**config.mk**
```make
export PLATFORM = sky130hd
export DESIGN_NAME = param_select_counter
export DESIGN_NICKNAME = d
export VERILOG_FILES = /design/src/rtl/param_select_pkg.sv /design/src/rtl/psc_inv_checker.sv /design/src/rtl/param_select_counter.sv
export SDC_FILE = /design/constraint.sdc
export NUM_CORES = 1
export LEC_CHECK = 0
export ABC_CLOCK_PERIOD_IN_PS = 9400
export CORE_MARGIN = 2
export CORE_UTILIZATION = 30
export CTS_CLUSTER_DIAMETER = 150
export DETAILED_ROUTE_END_ITERATION = 12
export PLACE_DENSITY = 0.64
export SYNTH_ARGS = -nofsm -noshare
export SYNTH_HDL_FRONTEND = slang
export SYNTH_SLANG_ARGS = --single-unit
```
**constraint.sdc**
```tcl
create_clock -name clk -period 9.4 [get_ports clk]
set_input_delay 1.88 -clock clk [delete_from_list [all_inputs] [get_ports clk]]
set_output_delay 1.88 -clock clk [all_outputs]
set_load 0.02 [all_outputs]
```
**src/rtl/param_select_pkg.sv**
```systemverilog
// -----------------------------------------------------------------------------
// param_select_pkg
// Shared definitions for the param_select_counter slice.
//   state_t   : controller state encoding (IDLE, RUN, DONE), 2 bits
//   DEF_WIDTH : default datapath width for x, n, m, n_in and capture_cnt
// -----------------------------------------------------------------------------
package param_select_pkg;

    localparam int DEF_WIDTH = 11;

    typedef enum logic [1:0] {
        IDLE = 2'd0,
        RUN  = 2'd1,
        DONE = 2'd2
    } state_t;

endpackage

```
**src/rtl/psc_inv_checker.sv**
```systemverilog
// -----------------------------------------------------------------------------
// psc_inv_checker
// Watches the counter state every cycle and raises a sticky failure flag when
// either mined invariant is broken: x must never exceed n, and a finished run
// with a non-zero bound must leave m strictly below n.
// Built only when INVARIANT_CHECK_EN is defined.
// Ports:
//   clk      in  clock
//   rst      in  asynchronous active-high reset, clears the flag
//   state    in  current controller state
//   x, n, m  in  counter, latched bound, last captured value
//   inv_fail out sticky violation flag, set the cycle after a violation
// -----------------------------------------------------------------------------
module psc_inv_checker
    import param_select_pkg::*;
#(
    parameter int WIDTH = DEF_WIDTH
) (
    input  logic             clk,
    input  logic             rst,
    input  state_t           state,
    input  logic [WIDTH-1:0] x,
    input  logic [WIDTH-1:0] n,
    input  logic [WIDTH-1:0] m,
    output logic             inv_fail
);

    logic violation;
    logic fail_d;
    logic fail_q;

    // Evaluate both invariants and fold any violation into the sticky flag.
    always_comb begin
        violation = 1'b0;
        if (x > n) begin
            violation = 1'b1;
        end
        if ((state == DONE) && (n != '0) && (m >= n)) begin
            violation = 1'b1;
        end
        fail_d = fail_q | violation;
    end

    // Once set, the flag only clears on reset.
    always_ff @(posedge clk or posedge rst) begin
        if (rst) begin
            fail_q <= 1'b0;
        end else begin
            fail_q <= fail_d;
        end
    end

    assign inv_fail = fail_q;

endmodule

```
**src/rtl/param_select_counter.sv**
```systemverilog
// -----------------------------------------------------------------------------
// param_select_counter
// Counts x from 0 up to a runtime bound n in increments of STEP, optionally
// capturing the pre-increment x into m whenever selector is high. Internal
// state is exposed so trace-based invariant mining can observe it.
// Optional feature: define INVARIANT_CHECK_EN to build psc_inv_checker and
// drive inv_fail from it; otherwise inv_fail is tied low.
// Parameters:
//   WIDTH : width of x, n, m, n_in, capture_cnt
//   STEP  : increment per RUN cycle, 1 .. 2**WIDTH-1
// Ports:
//   clk, rst     clock and asynchronous active-high reset
//   start        begin a run (only looked at in IDLE)
//   n_in         loop bound, latched on an accepted start
//   selector     capture request during RUN
//   busy         high while in RUN
//   done         one-cycle pulse in DONE
//   x, n, m      counter, latched bound, last captured x
//   capture_cnt  captures in the current run, saturating at all-ones
//   inv_fail     sticky invariant-violation flag
// -----------------------------------------------------------------------------
module param_select_counter
    import param_select_pkg::*;
#(
    parameter int WIDTH = DEF_WIDTH,
    parameter int STEP  = 1
) (
    input  logic             clk,
    input  logic             rst,
    input  logic             start,
    input  logic [WIDTH-1:0] n_in,
    input  logic             selector,
    output logic             busy,
    output logic             done,
    output logic [WIDTH-1:0] x,
    output logic [WIDTH-1:0] n,
    output logic [WIDTH-1:0] m,
    output logic [WIDTH-1:0] capture_cnt,
    output logic             inv_fail
);

    // One extra bit so the sum can be compared against n without wrapping.
    localparam logic [WIDTH:0] STEP_EXT = (WIDTH+1)'(STEP);

    state_t           state_q, state_d;
    logic [WIDTH-1:0] x_q, x_d;
    logic [WIDTH-1:0] n_q, n_d;
    logic [WIDTH-1:0] m_q, m_d;
    logic [WIDTH-1:0] cnt_q, cnt_d;
    logic [WIDTH:0]   sum;

    // Next-state and datapath updates; every register holds unless the
    // current state says otherwise.
    always_comb begin
        state_d = state_q;
        x_d     = x_q;
        n_d     = n_q;
        m_d     = m_q;
        cnt_d   = cnt_q;
        sum     = {1'b0, x_q} + STEP_EXT;

        case (state_q)
            IDLE: begin
                if (start) begin
                    n_d     = n_in;
                    x_d     = '0;
                    m_d     = '0;
                    cnt_d   = '0;
                    state_d = (n_in == '0) ? DONE : RUN;
                end
            end
            RUN: begin
                if (selector) begin
                    m_d = x_q;
                    if (cnt_q != '1) begin
                        cnt_d = cnt_q + WIDTH'(1);
                    end
                end
                // Clamp to n on the final step so x never overshoots the bound.
                if (sum >= {1'b0, n_q}) begin
                    x_d     = n_q;
                    state_d = DONE;
                end else begin
                    x_d = sum[WIDTH-1:0];
                end
            end
            DONE: begin
                state_d = IDLE;
            end
            default: begin
                state_d = IDLE;
            end
        endcase
    end

    // State and datapath registers.
    always_ff @(posedge clk or posedge rst) begin
        if (rst) begin
            state_q <= IDLE;
            x_q     <= '0;
            n_q     <= '0;
            m_q     <= '0;
            cnt_q   <= '0;
        end else begin
            state_q <= state_d;
            x_q     <= x_d;
            n_q     <= n_d;
            m_q     <= m_d;
            cnt_q   <= cnt_d;
        end
    end

    assign busy        = (state_q == RUN);
    assign done        = (state_q == DONE);
    assign x           = x_q;
    assign n           = n_q;
    assign m           = m_q;
    assign capture_cnt = cnt_q;

`ifdef INVARIANT_CHECK_EN
    psc_inv_checker #(
        .WIDTH (WIDTH)
    ) u_inv_checker (
        .clk      (clk),
        .rst      (rst),
        .state    (state_q),
        .x        (x_q),
        .n        (n_q),
        .m        (m_q),
        .inv_fail (inv_fail)
    );
`else
    assign inv_fail = 1'b0;
`endif

endmodule

```
# Word level (Yosys, flattened, before mapping)
# Cells that the tools add are included.
# totals
elab_cells,35
in_bits,15
reg_bits,46
# classes
eq_ne,7
reduce_logical,8
add_sub_neg,2
muxes,12
n_lt_le_gt_ge,1
# op_table
cell,count
$pmux W11 S2,3
$mux W11,5
$add A11 B1 Y12 const B,1
$ge A12 B11 Y1,1
$add A11 B1 Y11 const B,1
$logic_not A11 Y1,1
$ne A11 B11 Y1 const B,1
$mux W2,3
$reduce_and A2 Y1,3
$ne A2 B1 Y1 const B,2
$ne A2 B2 Y1 const B,2
$pmux W2 S2,1
$reduce_and A4 Y1,1
$reduce_and A3 Y1,1
$eq A2 B1 Y1 const B,1
$eq A2 B2 Y1 const B,1
$logic_not A2 Y1,1
$reduce_bool A2 Y1,1

# Logic depth before layout (Yosys ltp)
# Gate-level depths: netlist of the first run.
# logic_depth
ltp_word,4
ltp_mapped,13
ltp_nobuf,12

# Least setup slack after synthesis of the first run
# OpenSTA, ideal clock, no wires.
# synth_timing
path_type,register -> output
startpoint,register state_q[1]
endpoint,output port busy
n_path_buf,3
path_stages_with_launch,6
slack_ns,6.068
required_time_ns,7.520
arrival_time_ns,1.452
cell_sequence,dfrtp_1 -> nand2b_1 -> buf_2 -> inv_1 -> clkbuf_1 -> clkbuf_1
# synth_between
elab_chain_len,1
# synth_rtl
element,line_no,source
start: declaration,param_select_counter.sv:45,"state_t state_q, state_d;"
start signal: assignment,param_select_counter.sv:105,state_q <= state_d;
$eq A2 B1 Y1,param_select_counter.sv:113,assign busy = (state_q == RUN);
end: declaration,param_select_counter.sv:33,"output logic busy,"
# Every way passes these cells.

# Final worst setup path of the first run
# Ends and elaborated chain as after synthesis.

==> qor.txt, run 1 <==
Clock Sinks: 46
Clk pwr share: 14.2%
fmax: 219 MHz
initial antenna violation count: 0
Die Y: 96.7 microns
status: completed
CTS clk-pin slew, worst paths: 90 ps
WL/cell: 14.3 microns
Post-synth EDFFs: 0
initial DRC count: 132
post-route minimum period: 4560 ps
TritonCTS buffer count: 5
Multi-input gate area: 0.00127 sq mm
fin. max-slew vios: 0
gp weighted congestion: 0.776
vias in the first global route: 2090
largest net degree at the start of global routing: 47
first-pass GRT wire length: 10700 microns
Hold Vio Cnt, Final: 0
Post-Syn Instances: 281
post-CTS setup buffers: 0
Critical Path RT: 7520 ps
Seq/Total Area, Yosys: 44.7%
Antenna Violating Nets Remaining: 0
CTS Buffer Depth: 2
H-tree depth: 2
DP Wirelength: 4680 microns
Pwr Total: 1090 uW
Register Area: 0.00115 sq mm
post-synth top area share: 44.7%
Hold Path Class: reg -> reg
later-pin clock latency in the skew report: 310 ps
worst hold start: state_q[1]
fill cell count: 850
Setup Viol. Count Final: 0
leading post-synthesis cells by cell area: dfrtp_1, nand2_1, ha_1, xnor2_1, o21ai_0
Critical Path AT: 2680 ps
r2r setup slk: 5650 ps
most frequent cells in the layout: clkdlybuf4s50_1, nand2_1, dfrtp_1
hold buffers post-CTS: 0
Vias per Instance: 4.96
Ys Warns: 0
internal power: 593 uW
Logic pwr share: 55.1%
Initial DRT Pass Iterations: 4
crit path cell chain: nand2b_1 -> inv_1 -> clkdlybuf4s50_1
syn_area_per_cell: 9.17 sq um
slew at the pin with the worst max-slew slack: 952 ps
post-synth top area cell: dfrtp_1
antenna cells: 0
asr flop ratio synth: 100%
clk_skew: 7.51 ps
Worst slew margin: 36.4%
# IOs: 62
Sw Ratio: 45.8%
hold path endpoint: state_q[1]
crit path launch type: register
Max-Cap Viols: 0
hold depth: 1
pre-CTS setup slack: 5190 ps
area of the die: 0.00935 sq mm
share of cells above drive strength 1: 6.59%
PostCTS Resize Cnt: 0
Synth Net Count: 309
Psw: 501 uW
setup ws final: 4840 ps
DRC: 0
R2R Path End: x[5]
register share of total power: 30.7%
final WL: 6280 microns
most common cell after layout, fill and taps aside: clkdlybuf4s50_1
Pleak: 0.00142 uW
Worst Path Max Fanout: 21
WS Path Type: reg -> out
Reg2Reg Depth: 11
Total GRT Usage: 14.0%
post-synthesis cell area: 0.00258 sq mm
I/O Buffers: 60
Post-Route Setup TNS: 0 ps
RR Startpoint: x[3]
site row count: 33
P&R area growth vs syn: 29.9%
Yosys reg bits: 46
ys flop type: dfrtp_1
RSZ-0062 raised after global routing: false
# nets final: 361
CTS tree: built
initial core utilization: 31.2%
pwr dens: 327 mW/mm^2
die width: 96.7 microns
Core ar.: 0.00826 sq mm
Worst setup EP type: output port
final global-route overflow total: 0
post-synthesis cell type count: 44
Root Buffer: clkbuf_8
Max stage delay cell, worst path: clkdlybuf4s50_1
crit-path max cell delay: 730 ps
Final period util: 48.5%
Max VDD drop: 102 uV
routed vias: 2177
==> worst max-delay path, delay by kind of cell (launching register included) <==
family,cells,cell delay (ps)
flip-flops,1,410
AND/OR/NAND/NOR,1,520
buffers and inverters,2,1430
==> metal layers <==
layer | routed length, microns | share of wire (%) | vias up | GRT usage [%]
met2 | 2690 | 43 | 67 | 20.6
met5 | 0 | 0 | - | 0
met1 | 3160 | 50 | 1029 | 20.6
met4 | 77 | 1.2 | 0 | 4.01
met3 | 358 | 5.7 | 5 | 3.03
li1 | - | - | 1076 | -
==> synthesized netlist by cell type, drive strengths merged, types with 5 or more instances <==
cell type  count
o31ai          8
xnor2         11
dfrtp         46
a21oi          5
nor3           6
buf            5
nor2          20
ha            13
nand2         50
nand3         13
inv           21
o21ai         19
mux2i          7
a31oi          6
clkbuf        11
o22ai          5
==> registers in the layout, summed over array words and instances (netlist names) <==
name and cells:
capture_cnt 11, m 11, n 11, state_q 2, x 11
==> power by group through the flow <==
stage	sequential (uW)	combinational, uW	clock [uW]
CTS	337	607	159
detailed placement	341	605	0
global placement	340	592	0
finish	336	603	155
floorplan	394	342	0
global route	348	669	166
==> metrics by stage <==
step                      hold WS (ps)  util [%]  instance area, sq um  cells
after floorplan                    442         -                  2580    281
after global placement             454      39.2                  3240    431
after detailed placement           464      39.2                  3240    431
after CTS                          483      40.5                  3350    439
after global routing               515      40.5                  3350    439
final                              478      40.5                  3350    439
==> layout make-up <==
cell class              instances  share of cell area (%)
clock buffers                   5                    2.06
well taps                     105                    3.92
repair buffers                 61                    18.2
clock inverters                 3                    1.31
multi-input cells             198                    37.8
flip-flops and latches         46                    34.4
inverters                      21                    2.35
==> how the worst max path moves through the flow <==
| stage | cells past startpoint | end | slack (ps) | start |
|---|---|---|---|---|
| CTS | 3 | busy | 4840 | state_q[1] |
| global placement | 3 | busy | 5220 | state_q[1] |
| detailed placement | 3 | busy | 5190 | state_q[1] |
| global route | 3 | busy | 4690 | state_q[1] |
| finish | 3 | busy | 4840 | state_q[1] |
| floorplan | 5 | busy | 6070 | state_q[1] |
==> kinds of logic (layout without fill, tap and decap cells) <==
| family | count (synthesis) | count (layout) | share of synthesized area, % |
|---|---|---|---|
| flip-flops | 46 | 46 | 44.7 |
| AND/OR/NAND/NOR | 105 | 105 | 18.2 |
| adder cells (fa/ha/maj) | 13 | 13 | 6.31 |
| AO/OA/AOI/OAI | 57 | 57 | 16.6 |
| multiplexers | 8 | 8 | 3.16 |
| XOR/XNOR | 14 | 14 | 4.76 |
| other | 1 | 1 | 0.145 |
| buffers and inverters | 37 | 90 | 6.21 |
(Power assumes the default switching activity.)
==> run 2: changes to the inputs <==
--- a/config.mk
+++ b/config.mk
@@ -5,12 +5,12 @@
 export SDC_FILE = /design/constraint.sdc
 export NUM_CORES = 1
 export LEC_CHECK = 0
-export ABC_CLOCK_PERIOD_IN_PS = 9400
+export ABC_CLOCK_PERIOD_IN_PS = 4000
 export CORE_MARGIN = 2
 export CORE_UTILIZATION = 30
 export CTS_CLUSTER_DIAMETER = 150
 export DETAILED_ROUTE_END_ITERATION = 12
-export PLACE_DENSITY = 0.64
+export PLACE_DENSITY = 0.66
 export SYNTH_ARGS = -nofsm -noshare
 export SYNTH_HDL_FRONTEND = slang
 export SYNTH_SLANG_ARGS = --single-unit
==> constraint.sdc (replaced) <==
create_clock -name clk -period 4 [get_ports clk]
set_input_delay 0.8 -clock clk [delete_from_list [all_inputs] [get_ports clk]]
set_output_delay 0.8 -clock clk [all_outputs]
set_load 0.02 [all_outputs]
==> run 2 against run 1 <==
Net effect:
- combinational power is 150% higher
- clock-buffer cell count unchanged
- via count rose by 1.1%
- sequential cell count unchanged
- die area unchanged
- setup slack lost 4500 ps
- total power up 130%
- wire length increased by 5.0%
- core utilization hardly changed
- critical endpoint is now x[6]
- largest power group unchanged
==> qor.txt, run 2 (same netlist as run 1, synthesis figures left out) <==
Psw: 1190 uW (+140%)
initial core utilization: 31.2% (unchanged)
global routing's busiest layer: met1
hold buffers post-CTS: 0 (unchanged)
crit path launch type: register
GR Layer Usage met2: 21.7% (+1.1 points)
pwr dens: 762 mW/mm^2 (+130%)
Register Area: 0.00115 sq mm (unchanged)
Cells after DPL: 435 (+0.93%)
CTS Buffer Depth: 2 (unchanged)
Core ar.: 0.00826 sq mm (unchanged)
Total GRT Usage: 14.7% (+0.78 points)
routing usage on met3: 2.60% (-0.43 points)
Logic pwr share: 58.2% (+3.1 points)
crit path cell chain: nand3_2 -> or4_1 -> nor2_1 -> xor2_1 -> ha_1 -> a21o_1 -> a21oi_1 -> o21ai_4 -> a41oi_4 -> mux2i_1 -> o22ai_1
Max-Cap Viols: 0 (unchanged)
Hold Path Class: reg -> reg
CTS clk-pin slew, worst paths: 90 ps (about the same)
crit-path max cell delay: 710 ps (-20 ps)
Multi-input gate area: 0.00127 sq mm (unchanged)
post-CTS setup buffers: 0 (unchanged)
# nets final: 365 (+1.1%)
CTS tree: built
initial DRC count: 148 (+12%)
DRC: 0 (unchanged)
Critical Path RT: 4190 ps (-3330 ps)
post-route minimum period: 3640 ps
Buf/Inv on CP: 0 (-2)
final WL: 6600 microns (+5.0%)
antenna cells: 0 (unchanged)
status: completed
WS Path Type: reg -> reg
final global-route overflow total: 0 (unchanged)
initial antenna violation count: 0 (unchanged)
slew at the pin with the worst max-slew slack: 971 ps (+18.1 ps)
Layout Cells excl Fill: 442 (+0.68%)
TritonCTS buffer count: 5 (unchanged)
Max VDD drop: 362 uV (+260%)
largest net degree at the start of global routing: 47 (unchanged)
Worst slew margin: 35.2% (-1.2 points)
area of the die: 0.00935 sq mm (unchanged)
routed vias: 2201 (+1.1%)
site row count: 33 (unchanged)
met1 layer usage reported by global route: 22.7% (+2.1 points)
DP Wirelength: 4850 microns (+3.7%)
Initial DRT Pass Iterations: 5 (+1)
fin. max-slew vios: 0 (unchanged)
later-pin clock latency in the skew report: 310 ps (about the same)
cell class contributing the biggest share of worst-path delay: compound AO/OA/AOI/OAI gates
Die Y: 96.7 microns (unchanged)
Sw Ratio: 46.7% (+0.86 points)
vias in the first global route: 2199 (+5.2%)
I/O Buffers: 60 (unchanged)
Hold Vio Cnt, Final: 0 (unchanged)
gp weighted congestion: 0.804 (+3.5%)
fill cell count: 846 (-0.47%)
Setup Viol. Count Final: 0 (unchanged)
most frequent cells in the layout: clkdlybuf4s50_1, nand2_1, dfrtp_1
Worst Path Max Fanout: 24 (+14%)
PostCTS Resize Cnt: 0 (unchanged)
share of cells above drive strength 1: 7.42% (+0.83 points)
Worst setup EP type: register
Root Buffer: clkbuf_8
register share of total power: 31.0% (+0.3 points)
first-pass GRT wire length: 11400 microns (+6.0%)
Critical Path AT: 3830 ps (+1150 ps)
Antenna Violating Nets Remaining: 0 (unchanged)
RSZ-0062 raised after global routing: false
most common cell after layout, fill and taps aside: clkdlybuf4s50_1
Vias per Instance: 4.98 (+0.42%)
H-tree depth: 2 (unchanged)
internal power: 1360 uW (+130%)
Clk pwr share: 10.8% (-3.4 points)
Clock Sinks: 46 (unchanged)
P&R area growth vs syn: 29.8%
Max stage delay cell, worst path: a41oi_4
Pleak: 0.00143 uW (+0.38%)
clk_skew: 16.1 ps (+8.56 ps)
Post-Route Setup TNS: 0 ps (unchanged)
WL/cell: 14.9 microns (+4.3%)
Final period util: 91.1%
fmax: 274 MHz
# IOs: 62 (unchanged)
die width: 96.7 microns (unchanged)
-- run 2: changes by cell type in the layout (fill, tap and decap cells not counted), sizes merged --
cell and delta:
bufinv -1, clkinv +1, buf +4, inv -1
-- run 2: layout make-up --
cell class | instances | area share [%]
clock inverters | 2 | 0.299
multi-input cells | 198 | 37.9
flip-flops and latches | 46 | 34.4
inverters | 21 | 2.36
clock buffers | 5 | 2.06
well taps | 105 | 3.93
repair buffers | 65 | 19.1
-- run 2: per-layer routing --
metal | vias to the layer above | part of all wire, %
met1 | 1040 | 50
met5 | - | 0
met3 | 5 | 6.2
met4 | 0 | 0.26
li1 | 1084 | -
met2 | 72 | 44
-- run 2: metrics by stage --
step	hold WS, ps	power, uW	util, %	worst slack (ps)	cell area (sq um)
floorplan	442	1730	-	804	2580
global placement	460	2250	39.5	479	3270
detailed placement	470	2290	39.5	393	3270
CTS	483	2570	40.5	374	3340
global route	511	2750	40.5	78.7	3340
finish	481	2550	40.5	357	3340
-- run 2: worst reg2reg max path, cell delays in order (launching register included) --
cell     delay (ps)
dfrtp_1         480
nand3_2         170
or4_1           590
nor2_1          180
xor2_1          210
ha_1            300
a21o_1          180
a21oi_1         240
o21ai_4          90
a41oi_4         710
mux2i_1         270
o22ai_1         110
-- run 2: final timing paths --
path	to	slack [ps]	depth (start not counted)	from
worst max-delay path	x[6]	360	11	x[2]
worst min-delay path	state_q[1]	480	1	state_q[1]
worst max register to register	x[6]	360	11	x[2]
worst min register to register	state_q[1]	480	1	state_q[1]
max in group asynchronous	n[10]	2350	2	rst
min in group asynchronous	x[9]	1040	2	rst
-- run 2: power groups by stage --
stage | Sequential, uW | Combinational (uW) | Clock (uW)
finish | 791 | 1480 | 275
detailed placement | 800 | 1490 | 0
global route | 820 | 1630 | 301
global placement | 790 | 1460 | 0
floorplan | 926 | 803 | 0
CTS | 792 | 1500 | 281
==> run 3: changes to the inputs <==
--- a/config.mk
+++ b/config.mk
@@ -6,7 +6,7 @@
 export NUM_CORES = 1
 export LEC_CHECK = 0
 export ABC_CLOCK_PERIOD_IN_PS = 4000
-export CORE_MARGIN = 2
+export CORE_MARGIN = 3
 export CORE_UTILIZATION = 30
 export CTS_CLUSTER_DIAMETER = 150
 export DETAILED_ROUTE_END_ITERATION = 12
@@ -14,3 +14,4 @@
 export SYNTH_ARGS = -nofsm -noshare
 export SYNTH_HDL_FRONTEND = slang
 export SYNTH_SLANG_ARGS = --single-unit
+export TNS_END_PERCENT = 30
==> run 3 against run 2 <==
Net effect:
- sequential power shrank 0.6%
- clock skew fell by 3.7 ps
- fmax down 0.36%
- wire length down 2.3%
- largest cell class unchanged
- non-clock buffer count fell by 1
- sequential cell count stayed put
- critical path depth did not move
==> qor.txt, run 3 (same netlist as run 1, synthesis figures left out) <==
status: completed
CTS clk-pin slew, worst paths: 90 ps (about the same)
Worst slew margin: 35.3% (+0.13 points)
I/O Buffers: 60 (unchanged)
initial DRC count: 157 (+6.1%)
Post-Route Setup TNS: 0 ps (unchanged)
Clk pwr share: 16.1% (+5.3 points)
internal power: 1500 uW (+10%)
die width: 98.7 microns (+2.1%)
fin. max-slew vios: 0 (unchanged)
pre-CTS setup slack: 367 ps (-26.2 ps)
most frequent cells in the layout: clkdlybuf4s50_1, nand2_1, dfrtp_1
Total GRT Usage: 14.1% (-0.63 points)
Antenna Violating Nets Remaining: 0 (unchanged)
Root Buffer: clkbuf_8
WS Path Type: reg -> reg
DRC: 0 (unchanged)
Critical Path RT: 4140 ps (-50 ps)
largest net degree at the start of global routing: 47 (unchanged)
Hold Path Class: reg -> reg
Max-Cap Viols: 0 (unchanged)
crit path launch type: register
DP Wirelength: 4800 microns (-1.1%)
Pleak: 0.00145 uW (+1.6%)
pwr dens: 789 mW/mm^2 (+3.5%)
share of cells above drive strength 1: 7.42% (unchanged)
fin area: 0.00340 sq mm (+1.7%)
initial core utilization: 31.1% (-0.16 points)
Worst setup EP type: register
PostCTS Resize Cnt: 0 (unchanged)
# IOs: 62 (unchanged)
Sw Ratio: 44.1% (-2.5 points)
later-pin clock latency in the skew report: 300 ps (about the same)
site row count: 33 (unchanged)
register share of total power: 29.3% (-1.7 points)
Core ar.: 0.00830 sq mm (+0.50%)
final WL: 6450 microns (-2.3%)
hold buffers post-CTS: 0 (unchanged)
RSZ-0062 raised after global routing: false
Final Util: 41.0% (+0.48 points)
P&R area growth vs syn: 31.9%
WL/cell: 14.6 microns (-2.3%)
H-tree depth: 2 (unchanged)
fmax: 273 MHz (-0.36%)
Setup Viol. Count Final: 0 (unchanged)
Worst Path Max Fanout: 24 (unchanged)
TritonCTS buffer count: 5 (unchanged)
routed vias: 2190 (-0.50%)
Psw: 1180 uW (-0.39%)
antenna cells: 0 (unchanged)
Critical Path AT: 3800 ps (-30 ps)
first-pass GRT wire length: 11100 microns (-2.4%)
setup ws final: 343 ps (-13.3 ps)
area of the die: 0.00974 sq mm (+4.2%)
CTS tree: built
# nets final: 364 (-0.27%)
Clock Sinks: 46 (unchanged)
post-CTS setup buffers: 0 (unchanged)
vias in the first global route: 2148 (-2.3%)
CTS Buffer Depth: 2 (unchanged)
Die Y: 98.7 microns (+2.1%)
final global-route overflow total: 0 (unchanged)
Hold WS: 487 ps (+5.64 ps)
Final period util: 91.4% (+0.33 points)
clk_skew: 12.3 ps (-3.74 ps)
post-route minimum period: 3660 ps (+13.3 ps)
Hold Vio Cnt, Final: 0 (unchanged)
Initial DRT Pass Iterations: 4 (-1)
fill cell count: 828 (-2.1%)
Logic pwr share: 54.6% (-3.6 points)
Max VDD drop: 379 uV (+4.7%)
Vias per Instance: 4.95 (-0.50%)
most common cell after layout, fill and taps aside: clkdlybuf4s50_1
Placed Area: 0.00326 sq mm (-0.23%)
slew at the pin with the worst max-slew slack: 969 ps (-1.96 ps)
initial antenna violation count: 0 (unchanged)
gp weighted congestion: 0.839 (+4.4%)
==> run 3: cell types whose count changed in the layout (fill, tap and decap cells not counted), sizes merged <==
cell	previous run	this run
buf	5	4
bufinv	0	2
clkbuf	5	6
clkinv	2	0
==> run 3: area by class of cell <==
class                   count  area, sq um  share of cell area, %
clock buffers               6         82.6                   2.43
repair buffers             64          631                   18.5
well taps                 105          131                   3.86
clock inverters             2         60.1                   1.77
inverters                  21         78.8                   2.32
multi-input cells         198         1270                   37.2
flip-flops and latches     46         1150                   33.8
==> run 3: layer usage <==
metal	vias up	track usage [%]	wire length [microns]
met4	0	4.10	80
met1	1043	21.2	3260
met2	60	20.5	2710
met5	-	0	0
met3	7	2.83	397
li1	1080	-	-
==> run 3: final timing paths <==
path | from | end | slack, ps | depth (start not counted)
min in group asynchronous | rst | m[0] | 1040 | 2
max in group asynchronous | rst | n[6] | 2350 | 2
worst max-delay path | x[2] | x[6] | 340 | 11
worst min-delay path | m[9] | m[9] | 490 | 2
worst min register to register | m[9] | m[9] | 490 | 2
worst max register to register | x[2] | x[6] | 340 | 11
==> run 3: through the flow <==
| step | power, uW | std cells |
|---|---|---|
| after global routing | 2900 | 442 |
| after global placement | 2250 | 434 |
| after detailed placement | 2270 | 434 |
| final | 2680 | 442 |
| after CTS | 2710 | 442 |
| after floorplan | 1730 | 281 |
==> run 3: critical path: stages, from the launching register on <==
cell and delay [ps]:
dfrtp_1 460, nand3_2 170, or4_1 590, nor2_1 180
xor2_1 210, ha_1 300, a21o_1 180, a21oi_1 230
o21ai_4 90, a41oi_4 720, mux2i_1 270, o22ai_1 110
==> run 3: power by group through the flow <==
| stage | Combinational [uW] | Sequential (uW) | Clock [uW] |
|---|---|---|---|
| finish | 1470 | 786 | 432 |
| global route | 1630 | 814 | 454 |
| floorplan | 803 | 926 | 0 |
| detailed placement | 1480 | 794 | 0 |
| CTS | 1480 | 786 | 441 |
| global placement | 1460 | 790 | 0 |
